===== src/rtl/poker_pkg.sv =====
// rtl/poker_pkg.sv - Shared states, card limits, winner codes and LFSR helpers for poker_dealer
package poker_pkg;

  typedef enum logic [2:0] {
    ST_IDLE,
    ST_DEAL,
    ST_BET_PRE,
    ST_BET_FLOP,
    ST_BET_TURN,
    ST_BET_RIVER,
    ST_HANDOFF,
    ST_DONE
  } state_t;

  localparam logic [3:0] RANK_MIN   = 4'd1;
  localparam logic [3:0] RANK_MAX   = 4'd13;
  localparam logic [2:0] MAX_COPIES = 3'd4;

  localparam logic [1:0] WIN_NONE = 2'b00;
  localparam logic [1:0] WIN_P1   = 2'b01;
  localparam logic [1:0] WIN_P2   = 2'b10;
  localparam logic [1:0] WIN_TIE  = 2'b11;

  // Taps for x^8+x^6+x^5+x^4+1 (bits 7,5,4,3 of the shift register)
  localparam logic [7:0] LFSR_TAPS = 8'hB8;

  function automatic logic [7:0] lfsr_next(input logic [7:0] v);
    return {v[6:0], ^(v & LFSR_TAPS)};
  endfunction

  function automatic state_t next_round(input state_t s);
    case (s)
      ST_BET_PRE:  return ST_BET_FLOP;
      ST_BET_FLOP: return ST_BET_TURN;
      default:     return ST_BET_RIVER;
    endcase
  endfunction

endpackage


===== src/rtl/poker_deck.sv =====
// rtl/poker_deck.sv - Free-running LFSR card source with per-rank use counters
module poker_deck
  import poker_pkg::*;
#(
  parameter logic [7:0] SEED = 8'hA5
) (
  input  logic       clk,
  input  logic       reset,
  input  logic       clear,
  input  logic       draw,
  output logic [3:0] rank,
  output logic       valid
);

  logic [7:0] lfsr_q;
  logic [2:0] count_q [0:12];
  logic       in_range;
  logic [3:0] idx;
  logic [2:0] cur_count;

  assign rank     = lfsr_q[3:0];
  assign in_range = (rank >= RANK_MIN) && (rank <= RANK_MAX);
  assign idx      = rank - 4'd1;

  // Look up how many copies of the candidate rank are already out
  always_comb begin
    cur_count = '0;
    if (in_range) cur_count = count_q[idx];
  end

  assign valid = draw && in_range && (cur_count < MAX_COPIES);

  // LFSR steps every cycle; counters clear on a new hand and count accepted draws
  always_ff @(posedge clk) begin
    if (reset) begin
      lfsr_q <= SEED;
      for (int i = 0; i < 13; i++) count_q[i] <= '0;
    end else begin
      lfsr_q <= lfsr_next(lfsr_q);
      if (clear) begin
        for (int i = 0; i < 13; i++) count_q[i] <= '0;
      end else if (valid) begin
        count_q[idx] <= cur_count + 3'd1;
      end
    end
  end

endmodule


===== src/rtl/poker_dealer.sv =====
// rtl/poker_dealer.sv - Poker game core: deal, betting rounds, reveal, showdown; POKER_HANDOFF_EN adds seat-swap screen
module poker_dealer
  import poker_pkg::*;
#(
  parameter logic [7:0] SEED = 8'hA5
) (
  input  logic       Clk,
  input  logic       Reset,
  input  logic       Start,
  input  logic       Ack,
  input  logic       SCEN,
  input  logic       Check,
  input  logic       Bet,
  input  logic       Call,
  input  logic       Fold,
  output logic [3:0] card1,
  output logic [3:0] card2,
  output logic [3:0] card3,
  output logic [3:0] card4,
  output logic [3:0] card5,
  output logic [3:0] player1card1,
  output logic [3:0] player1card2,
  output logic [3:0] player2card1,
  output logic [3:0] player2card2,
  output logic       playerTurn,
  output logic       dispCards,
  output logic       Done,
  output logic [1:0] winner
);

  state_t     state_q, state_d;
  logic       turn_q, turn_d;
  logic       bet_q, bet_d;
  logic       checked_q, checked_d;
  logic [1:0] reveal_q, reveal_d;
  logic [1:0] winner_q, winner_d;
  logic [3:0] deal_idx_q;
  logic [3:0] cards_q [0:8];
  logic       clear_deck;
  logic       round_end;
  logic       deal_draw;
  logic [3:0] deck_rank;
  logic       deck_valid;
  logic [4:0] sum_p1, sum_p2;
  logic [1:0] showdown;
  logic       idle_st, done_st;
`ifdef POKER_HANDOFF_EN
  state_t     saved_q, saved_d;
`endif

  assign deal_draw = (state_q == ST_DEAL);

  poker_deck #(.SEED(SEED)) u_deck (
    .clk   (Clk),
    .reset (Reset),
    .clear (clear_deck),
    .draw  (deal_draw),
    .rank  (deck_rank),
    .valid (deck_valid)
  );

  // Card slot order: 0 P1c1, 1 P2c1, 2 P1c2, 3 P2c2, 4..8 community
  assign sum_p1   = {1'b0, cards_q[0]} + {1'b0, cards_q[2]};
  assign sum_p2   = {1'b0, cards_q[1]} + {1'b0, cards_q[3]};
  assign showdown = (sum_p1 > sum_p2) ? WIN_P1 : (sum_p2 > sum_p1) ? WIN_P2 : WIN_TIE;

  // Next-state, turn, bet and reveal decisions
  always_comb begin
    state_d    = state_q;
    turn_d     = turn_q;
    bet_d      = bet_q;
    checked_d  = checked_q;
    reveal_d   = reveal_q;
    winner_d   = winner_q;
    clear_deck = 1'b0;
    round_end  = 1'b0;
`ifdef POKER_HANDOFF_EN
    saved_d    = saved_q;
`endif
    case (state_q)
      ST_IDLE: begin
        if (Start) begin
          clear_deck = 1'b1;
          state_d    = ST_DEAL;
          turn_d     = 1'b0;
          bet_d      = 1'b0;
          checked_d  = 1'b0;
          reveal_d   = 2'd0;
          winner_d   = WIN_NONE;
        end
      end
      ST_DEAL: begin
        if (deck_valid && deal_idx_q == 4'd8) begin
          state_d = ST_BET_PRE;
          turn_d  = 1'b0;
        end
      end
      ST_BET_PRE, ST_BET_FLOP, ST_BET_TURN, ST_BET_RIVER: begin
        // Only the highest-priority asserted action is considered; if illegal it is dropped
        if (SCEN) begin
          if (Fold) begin
            state_d  = ST_DONE;
            winner_d = turn_q ? WIN_P1 : WIN_P2;
          end else if (Call) begin
            round_end = bet_q;
          end else if (Bet) begin
            if (!bet_q) begin
              bet_d  = 1'b1;
              turn_d = ~turn_q;
            end
          end else if (Check) begin
            if (!bet_q) begin
              if (checked_q) begin
                round_end = 1'b1;
              end else begin
                checked_d = 1'b1;
                turn_d    = ~turn_q;
              end
            end
          end
        end
        if (round_end) begin
          if (state_q == ST_BET_RIVER) begin
            state_d  = ST_DONE;
            winner_d = showdown;
          end else begin
            state_d   = next_round(state_q);
            reveal_d  = reveal_q + 2'd1;
            turn_d    = 1'b0;
            bet_d     = 1'b0;
            checked_d = 1'b0;
          end
        end
`ifdef POKER_HANDOFF_EN
        if (turn_d != turn_q && state_d != ST_DONE) begin
          saved_d = state_d;
          state_d = ST_HANDOFF;
        end
`endif
      end
`ifdef POKER_HANDOFF_EN
      ST_HANDOFF: begin
        if (Ack) state_d = saved_q;
      end
`endif
      ST_DONE: begin
        if (Ack) state_d = ST_IDLE;
      end
      default: state_d = ST_IDLE;
    endcase
  end

  // FSM and betting registers
  always_ff @(posedge Clk) begin
    if (Reset) begin
      state_q   <= ST_IDLE;
      turn_q    <= 1'b0;
      bet_q     <= 1'b0;
      checked_q <= 1'b0;
      reveal_q  <= 2'd0;
      winner_q  <= WIN_NONE;
`ifdef POKER_HANDOFF_EN
      saved_q   <= ST_IDLE;
`endif
    end else begin
      state_q   <= state_d;
      turn_q    <= turn_d;
      bet_q     <= bet_d;
      checked_q <= checked_d;
      reveal_q  <= reveal_d;
      winner_q  <= winner_d;
`ifdef POKER_HANDOFF_EN
      saved_q   <= saved_d;
`endif
    end
  end

  // Store each accepted card into the next slot of the dealing order
  always_ff @(posedge Clk) begin
    if (Reset || clear_deck) begin
      deal_idx_q <= 4'd0;
      for (int i = 0; i < 9; i++) cards_q[i] <= '0;
    end else if (deal_draw && deck_valid) begin
      cards_q[deal_idx_q] <= deck_rank;
      deal_idx_q          <= deal_idx_q + 4'd1;
    end
  end

  assign idle_st = (state_q == ST_IDLE);
  assign done_st = (state_q == ST_DONE);

  assign player1card1 = idle_st ? 4'd0 : cards_q[0];
  assign player2card1 = idle_st ? 4'd0 : cards_q[1];
  assign player1card2 = idle_st ? 4'd0 : cards_q[2];
  assign player2card2 = idle_st ? 4'd0 : cards_q[3];

  assign card1 = (!idle_st && (done_st || reveal_q >= 2'd1)) ? cards_q[4] : 4'd0;
  assign card2 = (!idle_st && (done_st || reveal_q >= 2'd1)) ? cards_q[5] : 4'd0;
  assign card3 = (!idle_st && (done_st || reveal_q >= 2'd1)) ? cards_q[6] : 4'd0;
  assign card4 = (!idle_st && (done_st || reveal_q >= 2'd2)) ? cards_q[7] : 4'd0;
  assign card5 = (!idle_st && (done_st || reveal_q == 2'd3)) ? cards_q[8] : 4'd0;

  assign playerTurn = turn_q;
  assign dispCards  = (state_q == ST_IDLE) || (state_q == ST_DEAL) || (state_q == ST_HANDOFF);
  assign Done       = done_st;
  assign winner     = done_st ? winner_q : WIN_NONE;

endmodule


===== config.mk =====
export PLATFORM = sky130hd
export DESIGN_NAME = poker_dealer
export DESIGN_NICKNAME = d
export VERILOG_FILES = /design/src/rtl/poker_pkg.sv /design/src/rtl/poker_deck.sv /design/src/rtl/poker_dealer.sv
export SDC_FILE = /design/constraint.sdc
export NUM_CORES = 1
export LEC_CHECK = 0
export ABC_AREA = 1
export CAP_MARGIN = 15
export CORE_ASPECT_RATIO = 1.1
export CORE_UTILIZATION = 35
export CTS_CLUSTER_SIZE = 40
export DETAILED_ROUTE_END_ITERATION = 7
export PLACE_DENSITY = 0.49
export SLEW_MARGIN = 20
export SYNTH_ARGS = -nofsm -noshare
export SYNTH_HDL_FRONTEND = slang
export SYNTH_SLANG_ARGS = --single-unit

===== constraint.sdc =====
create_clock -name Clk -period 5.1 [get_ports Clk]
set_clock_uncertainty 0.2 [all_clocks]
set_input_delay 1.02 -clock Clk [delete_from_list [all_inputs] [get_ports Clk]]
set_output_delay 1.02 -clock Clk [all_outputs]
set_load 0.01 [all_outputs]

==> results of run 1 <==
power by group:
part	total, uW	switching [uW]	leakage, uW	internal [uW]
clock	704	298	0.000153	406
sequential	1200	85.6	0.00107	1110
combinational	1020	670	0.00149	350
total	2920	1050	0.00271	1870
layout by cell type, fill, tap and decap left out, types with 2 or more instances in the layout:
cell and n:
nor2_1 128, nand2_1 104, edfxtp_1 84, inv_1 79, clkdlybuf4s50_1 49, a21oi_1 31, nand3_1 29, ha_1 27
nor3_1 25, dfxtp_1 22, o21ai_0 19, clkbuf_16 11, nand3_2 10, nand2_2 6, xor2_1 5, a22oi_1 5
buf_4 5, nor3_2 4, xnor2_1 4, o22ai_1 3, nand4_1 3, a31oi_1 3, inv_2 3, o211ai_1 2
or2_2 2, o21ai_1 2, nor2_2 2, a211oi_1 2, fa_1 2, clkbuf_1 2
layout make-up:
| class | instances | area (um2) |
|---|---|---|
| clock buffer | 15 | 301.5 |
| clock inverter | 1 | 5.005 |
| fill | 1576 | 9158 |
| multi-input combinational | 426 | 2272 |
| timing repair buffer | 54 | 528.0 |
| tap | 200 | 250.2 |
| inverter | 84 | 317.8 |
| sequential | 106 | 2963 |
flip-flops by register name, summed over array words and instances (netlist names), 2 cells and up:
register,count
cards_q,36
u_deck.count_q,48
state_q,3
u_deck.lfsr_q,8
reveal_q,2
deal_idx_q,4
winner_q,2
path summary, 6_finish.rpt:
check | start | end | slack (ns) | cells after the start
worst max register to register | u_deck.lfsr_q[0] | u_deck.count_q[12][2] | 0.96 | 11
worst min-delay path | u_deck.lfsr_q[6] | u_deck.lfsr_q[7] | 0.21 | 1
worst max-delay path | u_deck.lfsr_q[0] | u_deck.count_q[12][2] | 0.96 | 11
worst min register to register | u_deck.lfsr_q[6] | u_deck.lfsr_q[7] | 0.21 | 1
per-layer routing:
layer  global-route usage (%)  share of wire (%)
met5                        0                  0
met4                    8.233                2.8
met3                    2.315                2.6
met2                    31.78                 52
met1                    19.03                 42
stage by stage:
step | utilization, % | std cells
CTS | 42.02 | 886
global placement | 40.08 | 870
detailed placement | 40.08 | 870
finish | 42.02 | 886
floorplan | - | 639
global route | 42.02 | 886
critical path, cell delays in order (launching register included):
cell and delay, ns:
dfxtp_1 0.97, inv_4 0.21, ha_1 0.53, inv_1 0.38
nand3_1 0.13, nand3_1 0.11, nand3_1 0.11, nand3_2 0.12
nand2_4 0.10, nor2_8 0.28, nand2_2 0.25, o21ai_0 0.40
cell families after synthesis:
logic type | Yosys count
XOR/XNOR | 9
buffers and inverters | 107
adder cells (fa/ha/maj) | 29
AND/OR/NAND/NOR | 317
AO/OA/AOI/OAI | 71
flip-flops | 106
==> summary.md, run 1 <==
| Metric | Value |
|---|---|
| Status | `complete, no violations` |
| CP Class | `flop to flop` |
| Total Routed Length | `between 10 and 15 mm` |
| DP Wirelength | `between 9 and 10 mm` |
| RSZ-0062 raised after global routing | `no` |
| Data required, critical path | `4.92 ns` |
| Setup bufs post-CTS | `0` |
| 1st-iter DRT viols | `190` |
| Seq/Total Area, Yosys | `around 52%` |
| # clock sinks | `about 110` |
| Die Height | `around 140 um` |
| Post-synthesis mux area share | `0%` |
| Synth Cell Area | `0.005679 mm2` |
| Final Slew Violations | `0` |
| EDFF count, synth | `84` |
| Routed len/inst | `14.94 um` |
| Vias per cell | `around 4.9` |
| Max-cap violation count | `0` |
| Fin. Hold Viols | `0` |
| Finished Cell Area | `between 0.006 and 0.007 mm2` |
| Post-Synth Adder-Cell Area | `around 6.7%` |
| Clock-pin slew on the worst setup and hold paths | `0.07 ns` |
| CP Capture Type | `flop` |
| Critical Path AT | `between 3 and 4 ns` |
| Post-synthesis cell count | `approximately 640` |
| Antenna cell count | `0` |
| Worst IR drop on VDD | `between 0.0002 and 0.00025 V` |
| WHS | `0.2087 ns` |
| Io pins | `50` |
| CTS Buf Count | `9` |
| Yosys top cell by area | `edfxtp_1` |
| Tot Pwr | `2921 uW` |
| Tightest Pin Transition | `slightly below 1 ns` |
| Leakage | `0.002711 uW` |
| Setup violators final | `0` |
| Synth Area in Simple Gates | `about 25%` |
| Vias in the first global route | `4,394` |
| Prevailing post-synth register cell | `edfxtp_1` |
| Core Footprint | `0.01580 mm2` |
| Post-route ant nets | `0` |
| Largest family of logic cells by synthesized area | `simple AND/OR/NAND/NOR gates` |
| Root Driver | `clkbuf_16` |
| Final setup margin | `about 0.96 ns` |
| Synth-to-Final Area Change | `16.88%` |
| Die W | `about 120 um` |
| Min-Delay Path Class | `flop to flop` |
| Post-synth ARST share | `0%` |
| Synth Area in XOR/XNOR | `1.388%` |
| Synth Area in Compound Gates | `approximately 7.1%` |
| Initial antenna violation count | `0` |
| Power per Cell Area | `440.1 mW/mm2` |
| Htree depth | `3` |
| Yosys warnings | `0` |
| Period Utilization, post-route | `81.14%` |
| DRC violations left | `0` |
| Nets@finish | `~720` |
| Port bufs | `49` |
| DRT Pass-1 Iters | `4` |
| Fmax | `between 200 and 250 MHz` |
| Seq cells post-synth | `approximately 110` |
| Synth top area share | `about 44%` |
| Crit Path Max Fanout | `29` |
| GRT Resource Usage Total | `around 17%` |
| Relative slew slack | `between 30% and 40%` |
| Synth Area per Inst | `around 8.9 um2` |
| Synth top area cells | `edfxtp_1 (44%), nor2_1 (8.5%), dfxtp_1 (7.8%), nand2_1 (6.9%), ha_1 (5.9%)` |
| Clk_lat worst skew | `between 0.3 and 0.4 ns` |
| Placed Area | `0.006331 mm2` |
| Type of origin of the critical path | `flop` |
| Synthesized net count | `677` |
| Core Rows | `48` |
| Share of layout cells above drive strength 1 | `7.434%` |
| Most frequent cell after synthesis | `nor2_1` |
| Routability cong. | `~0.85` |
| Initial Util | `between 30% and 40%` |
| Post-synth top cells | `nor2_1 (128), nand2_1 (104), edfxtp_1 (84)` |
| Fin crit period | `4.138 ns` |
| Global-route wire length before repair | `approximately 22 mm` |
| CTS resizes | `0` |
| Longest Clk Path Bufs | `2` |
| Setup TNS | `0 ns` |
| Synth cell types | `40` |
| DR vias | `roughly 4,400` |
| Largest net degree at the start of global routing | `30` |
| GRT overflow | `0` |
| CTS hold repair buffers | `0` |
| Die area | `between 0.015 and 0.02 mm2` |
| CTS tree | `done` |
| Pre-CTS WS | `about 1 ns` |
No activity file was read; power rests on OpenSTA's default activity.
==> inputs of run 2 (changes only) <==
--- a/config.mk
+++ b/config.mk
@@ -11,7 +11,7 @@
 export CORE_UTILIZATION = 35
 export CTS_CLUSTER_SIZE = 40
 export DETAILED_ROUTE_END_ITERATION = 7
-export PLACE_DENSITY = 0.49
+export PLACE_DENSITY = 0.51
 export SLEW_MARGIN = 20
 export SYNTH_ARGS = -nofsm -noshare
 export SYNTH_HDL_FRONTEND = slang
==> constraint.sdc (replaced) <==
create_clock -name Clk -period 3.4 [get_ports Clk]
set_clock_uncertainty 0.2 [all_clocks]
set_input_delay 0.68 -clock Clk [delete_from_list [all_inputs] [get_ports Clk]]
set_output_delay 0.68 -clock Clk [all_outputs]
set_load 0.01 [all_outputs]
==> run 2 against run 1 <==
Cell area increased by 1.3%. Total power increased by 51%. Register-to-register slack got worse by 0.66 ns. Die area unchanged. Global-route usage decreased by 0.42 points. Cell count increased by 1.1%. Sequential share of layout area decreased by 0.56 points. First-iteration DRC count decreased by 11%. Clock power increased by 41%. Combinational power increased by 62%.
==> summary.md, run 2 (synthesis results as in run 1) <==
| Metric | Value |
|---|---|
| Status | `complete, no violations` |
| Clk_lat worst skew | `about 0.35 ns` |
| Port bufs | `~50` |
| Most common cell after layout, fill and taps aside | `nor2_1` |
| Critical Path AT | `2.35 ns` |
| Tightest Pin Transition | `approximately 0.61 ns` |
| WHS | `between 0.2 and 0.25 ns` |
| Core Footprint | `roughly 0.016 mm2` |
| Fin. Hold Viols | `0` |
| GRT overflow | `0` |
| DP Wirelength | `between 9 and 10 mm` |
| Vias in the first global route | `between 4,000 and 5,000` |
| Initial Util | `between 30 and 40%` |
| Die W | `about 120 um` |
| Htree depth | `3` |
| # clock sinks | `106` |
| Io pins | `50` |
| CTS tree | `done` |
| Vias per cell | `between 4 and 5` |
| Critical Path Start | `state_q[2]` |
| Leakage | `around 0.0027 uW` |
| Worst IR drop on VDD | `between 0.0002 and 0.0003 V` |
| Fin crit period | `~3.2 ns` |
| CP Capture Type | `output pin` |
| Largest net degree at the start of global routing | `37` |
| Max-cap violation count | `0` |
| Period Utilization, post-route | `95.13%` |
| R2r startpoint | `u_deck.lfsr_q[1]` |
| Total Routed Length | `12.99 mm` |
| CTS resizes | `0` |
| Core Rows | `48` |
| RSZ-0062 raised after global routing | `no` |
| Min-Delay Path Class | `flop to flop` |
| Setup TNS | `0 ns` |
| CTS hold repair buffers | `0` |
| CTS Buf Count | `9` |
| Setup bufs post-CTS | `0` |
| Global-route wire length before repair | `approximately 21 mm` |
| Antenna cell count | `0` |
| Die Height | `135.6 um` |
| Reg with most FFs | `u_deck.count_q` |
| Initial antenna violation count | `0` |
| DRT Pass-1 Iters | `4` |
| DRC violations left | `0` |
| Relative slew slack | `slightly below 60%` |
| Commonest non-fill, non-tap cells in the layout | `nor2_1 (127), nand2_1 (104), edfxtp_1 (84), inv_1 (79), clkdlybuf4s50_1 (49)` |
| Max reg flops | `between 40 and 50` |
| Fmax | `309.2 MHz` |
| Final Slew Violations | `0` |
| 1st-iter DRT viols | `roughly 170` |
| Data required, critical path | `~2.5 ns` |
| Setup violators final | `0` |
| Synth-to-Final Area Change | `18.35%` |
| Longest Clk Path Bufs | `2` |
| Power per Cell Area | `657.6 mW/mm2` |
| Root Driver | `clkbuf_16` |
| Min-delay src | `u_deck.lfsr_q[6]` |
| Share of layout cells above drive strength 1 | `under 10%` |
| Type of origin of the critical path | `flop` |
| GRT Resource Usage Total | `16.74%` |
| DR vias | `between 4,000 and 5,000` |
| Routed len/inst | `14.50 um` |
| Post-route ant nets | `0` |
| CP Class | `flop to output pin` |
| Die area | `roughly 0.017 mm2` |
| Clock-pin slew on the worst setup and hold paths | `about 0.070 ns` |
| Crit Path Max Fanout | `12` |
| Nets@finish | `730` |
| Routability cong. | `between 0.8 and 0.9` |
| Regs by FF count | `u_deck.count_q (48), cards_q (36), u_deck.lfsr_q (8)` |
-- run 2: changes by cell type in the layout (fill, tap and decap cells not counted), sizes merged --
cell | before | now
clkinv | 2 | 4
buf | 5 | 16
clkbuf | 15 | 10
clkinvlp | 0 | 1
bufinv | 0 | 1
-- run 2: final cells by class --
class                           count  area (um2)
Fill cell                        1553        9074
Sequential cell                   106        2963
Multi-Input combinational cell    426        2292
Timing Repair Buffer               65       623.1
Inverter                           84       317.8
Tap cell                          200       250.2
Clock buffer                       10       229.0
Clock inverter                      5       46.29
-- run 2: metal layers --
metal	track usage (%)	share of wire, %	wire length [um]	up-vias
met5	0	0	0	-
met4	6.158	2.3	299	0
met3	2.904	3.6	468	22
met2	29.64	51	6579	92
met1	20.07	43	5642	2036
li1	-	-	-	2202
-- run 2: path summary, 6_finish.rpt --
kind | to | slack (ns) | depth (start not counted)
setup / recovery | card1[1] | 0.17 | 7
hold / removal | u_deck.lfsr_q[7] | 0.21 | 1
setup reg to reg | u_deck.count_q[8][1] | 0.30 | 11
hold reg to reg | u_deck.lfsr_q[7] | 0.21 | 1
-- run 2: report_power, final --
group	internal, uW	switching (uW)
combinational	595	1050
clock	558	436
sequential	1670	113
total	2820	1600
-- run 2: metrics by stage --
| step | area [um2] | utilization, % | instances | setup slack [ns] | total power, uW |
|---|---|---|---|---|---|
| final | 6721 | 42.55 | 896 | 0.1655 | 4420 |
| after floorplan | 5731 | - | 639 | 0.01246 | 2878 |
| after global routing | 6721 | 42.55 | 896 | 0.0008693 | 4729 |
| after CTS | 6719 | 42.54 | 896 | 0.03167 | 4451 |
| after detailed placement | 6444 | 40.80 | 881 | 0.2779 | 3461 |
| after global placement | 6444 | 40.80 | 881 | 0.4343 | 3440 |
-- run 2: worst max-delay path: stages, from the launching register on --
cell             delay, ns
dfxtp_1               0.45
nand2_1               0.14
nor2_2                0.21
inv_1                 0.13
nand2_1               0.08
nand2_1               0.25
nor2_1                0.19
clkdlybuf4s50_1       0.56
==> inputs of run 3 (changes only) <==
--- a/config.mk
+++ b/config.mk
@@ -9,9 +9,10 @@
 export CAP_MARGIN = 15
 export CORE_ASPECT_RATIO = 1.1
 export CORE_UTILIZATION = 35
-export CTS_CLUSTER_SIZE = 40
+export CTS_CLUSTER_SIZE = 30
 export DETAILED_ROUTE_END_ITERATION = 7
-export PLACE_DENSITY = 0.51
+export HOLD_SLACK_MARGIN = 0.15
+export PLACE_DENSITY = 0.49
 export SLEW_MARGIN = 20
 export SYNTH_ARGS = -nofsm -noshare
 export SYNTH_HDL_FRONTEND = slang
==> constraint.sdc (replaced) <==
create_clock -name Clk -period 3.9 [get_ports Clk]
set_clock_uncertainty 0.2 [all_clocks]
set_input_delay 0.78 -clock Clk [delete_from_list [all_inputs] [get_ports Clk]]
set_output_delay 0.78 -clock Clk [all_outputs]
set_load 0.01 [all_outputs]
==> run 3 against run 2 <==
Global-route usage rose by 0.24 points. Sequential share of layout area rose by 0.49 points. Register-to-register slack improved by 0.02 ns. Critical path depth rose by 4. Die area did not move. Sequential cell count did not move. Clock-buffer cell count did not move.
==> summary.md, run 3 (synthesis results as in run 1) <==
| Metric | Value |
|---|---|
| Most common cell after layout, fill and taps aside | `nor2_1` |
| Most frequent CP cell | `nand3_1` |
| Global-route wire length before repair | `about 21 mm` |
| Port bufs | `49` |
| Tot Pwr | `between 3000 and 4000 uW` |
| Regs by FF count | `u_deck.count_q (48), cards_q (36), u_deck.lfsr_q (8)` |
| 1st-iter DRT viols | `192` |
| Clock-pin slew on the worst setup and hold paths | `~0.07 ns` |
| DP Wirelength | `about 9.8 mm` |
| Final Slew Violations | `0` |
| Sequential power share | `between 40% and 50%` |
| Die area | `0.01674 mm2` |
| RSZ-0062 raised after global routing | `yes` |
| Min-Delay Path Class | `flop to flop` |
| Crit Path Max Fanout | `15` |
| CTS hold repair buffers | `0` |
| Vias in the first global route | `about 4,200` |
| Data required, critical path | `between 3 and 4 ns` |
| Switch Pwr | `1400 uW` |
| CTS Buf Count | `9` |
| Routability cong. | `approximately 0.84` |
| Vias per cell | `~4.9` |
| CTS tree | `done` |
| Period Utilization, post-route | `91.79%` |
| Max reg flops | `48` |
| Htree depth | `3` |
| Die W | `123.5 um` |
| Max-cap violation count | `0` |
| Combinational group share of total power | `36.1%` |
| Placed Area | `roughly 0.0064 mm2` |
| Crit-path cells | `inv_1, ha_1, inv_1, nand3_1, nand3_1, nand3_1, nand3_2, nand2_4, nor2_8, nand2_2, o21ai_0` |
| Clock power share | `roughly a quarter` |
| Relative slew slack | `around 64%` |
| Type of origin of the critical path | `flop` |
| Total Routed Length | `13.11 mm` |
| Initial antenna violation count | `0` |
| Longest Clk Path Bufs | `2` |
| Critical Path AT | `roughly 3.4 ns` |
| Initial Util | `between 30% and 40%` |
| Die Height | `135.6 um` |
| Crit-path max cell delay | `about 0.44 ns` |
| Post-route ant nets | `0` |
| Status | `complete, no violations` |
| Core Rows | `48` |
| Root Driver | `clkbuf_16` |
| Int Pwr | `~2400 uW` |
| Critical path buffers and inverters | `2` |
| Fin crit period | `between 3 and 4 ns` |
| Antenna cell count | `0` |
| CP Class | `flop to flop` |
| Setup TNS | `0 ns` |
| Reg with most FFs | `u_deck.count_q` |
| GRT Resource Usage Total | `between 10% and 20%` |
| Fmax | `around 280 MHz` |
| Finished Cell Area | `0.006648 mm2` |
| CP Capture Type | `flop` |
| DRT Pass-1 Iters | `4` |
| Worst IR drop on VDD | `around 0.00025 V` |
| DR vias | `between 4,000 and 5,000` |
| DRC violations left | `0` |
| Synth-to-Final Area Change | `17.05%` |
| Delay-heaviest family, CP | `simple AND/OR/NAND/NOR gates` |
| Commonest non-fill, non-tap cells in the layout | `nor2_1 (128), nand2_1 (104), edfxtp_1 (84), inv_1 (79), clkdlybuf4s50_1 (49)` |
| GRT overflow | `0` |
| Share of layout cells above drive strength 1 | `under 10%` |
| Switching share of power | `roughly 37%` |
| Core Footprint | `around 0.016 mm2` |
| CP max stage cell | `o21ai_0` |
| Tightest Pin Transition | `between 0.5 and 0.6 ns` |
| Setup violators final | `0` |
| # clock sinks | `106` |
| Largest net degree at the start of global routing | `29` |
| Io pins | `50` |
| Fin. Hold Viols | `0` |
| Nets@finish | `between 700 and 800` |
| Leakage | `about 0.0027 uW` |
| Clk_lat worst skew | `0.36 ns` |
| Routed len/inst | `approximately 15 um` |
| Power per Cell Area | `574.8 mW/mm2` |
## run 3: changes by cell type in the layout (fill, tap and decap cells not counted), moves of 3 or more
cell and delta:
buf_4 -6, clkinv_1 -3, clkinv_2 +3, o21ai_0 +3, o21ai_1 -3
## run 3: per-layer routing
layer,track usage [%],vias to the layer above,routed length [um]
met5,0,-,0
li1,-,2191,-
met4,6.894,0,282
met2,30.29,71,6732
met3,3.157,18,393
met1,19.76,2055,5701
## run 3: worst reg2reg max path: stages (launching register included)
cell	delay, ns
dfxtp_1	0.35
inv_1	0.41
ha_1	0.35
inv_1	0.34
nand3_1	0.15
nand3_1	0.11
nand3_1	0.10
nand3_2	0.13
nand2_4	0.10
nor2_8	0.29
nand2_2	0.25
o21ai_0	0.44
## run 3: path summary, 6_finish.rpt
path	endpoint	startpoint	cells past startpoint	slack (ns)
setup / recovery	u_deck.count_q[12][2]	u_deck.lfsr_q[1]	11	0.32
hold / removal	u_deck.lfsr_q[7]	u_deck.lfsr_q[6]	1	0.22
setup reg to reg	u_deck.count_q[12][2]	u_deck.lfsr_q[1]	11	0.32
hold reg to reg	u_deck.lfsr_q[7]	u_deck.lfsr_q[6]	1	0.22
## run 3: repair_timing
action                     in CTS  in global routing
gates resized for setup         0                  1
buffers inserted                0                  0
setup endpoints to repair       0                  9
## run 3: per-stage QoR
| stage | hold WS, ns | worst slack (ns) | std cells | utilization [%] |
|---|---|---|---|---|
| detailed placement | 0.2027 | 0.2726 | 874 | 40.27 |
| global placement | 0.1959 | 0.4713 | 874 | 40.27 |
| CTS | 0.2236 | 0.2657 | 890 | 42.09 |
| finish | 0.2222 | 0.3200 | 890 | 42.09 |
| global route | 0.2451 | -0.02263 | 890 | 42.09 |
| floorplan | 0.1895 | 0.004972 | 639 | - |
## run 3: final cells by class
| class | count | area (um2) |
|---|---|---|
| clock inverter | 6 | 57.56 |
| clock buffer | 10 | 229.0 |
| fill | 1608 | 9148 |
| multi-input combinational | 426 | 2272 |
| timing repair buffer | 58 | 558.0 |
| tap | 200 | 250.2 |
| sequential | 106 | 2963 |
| inverter | 84 | 317.8 |
## run 3: power by group through the flow
stage | Combinational, uW | Clock [uW] | Sequential, uW
finish | 1380 | 895 | 1550
global route | 1560 | 957 | 1570
CTS | 1400 | 918 | 1550
detailed placement | 1390 | 0 | 1570
global placement | 1380 | 0 | 1570
floorplan | 932 | 0 | 1540
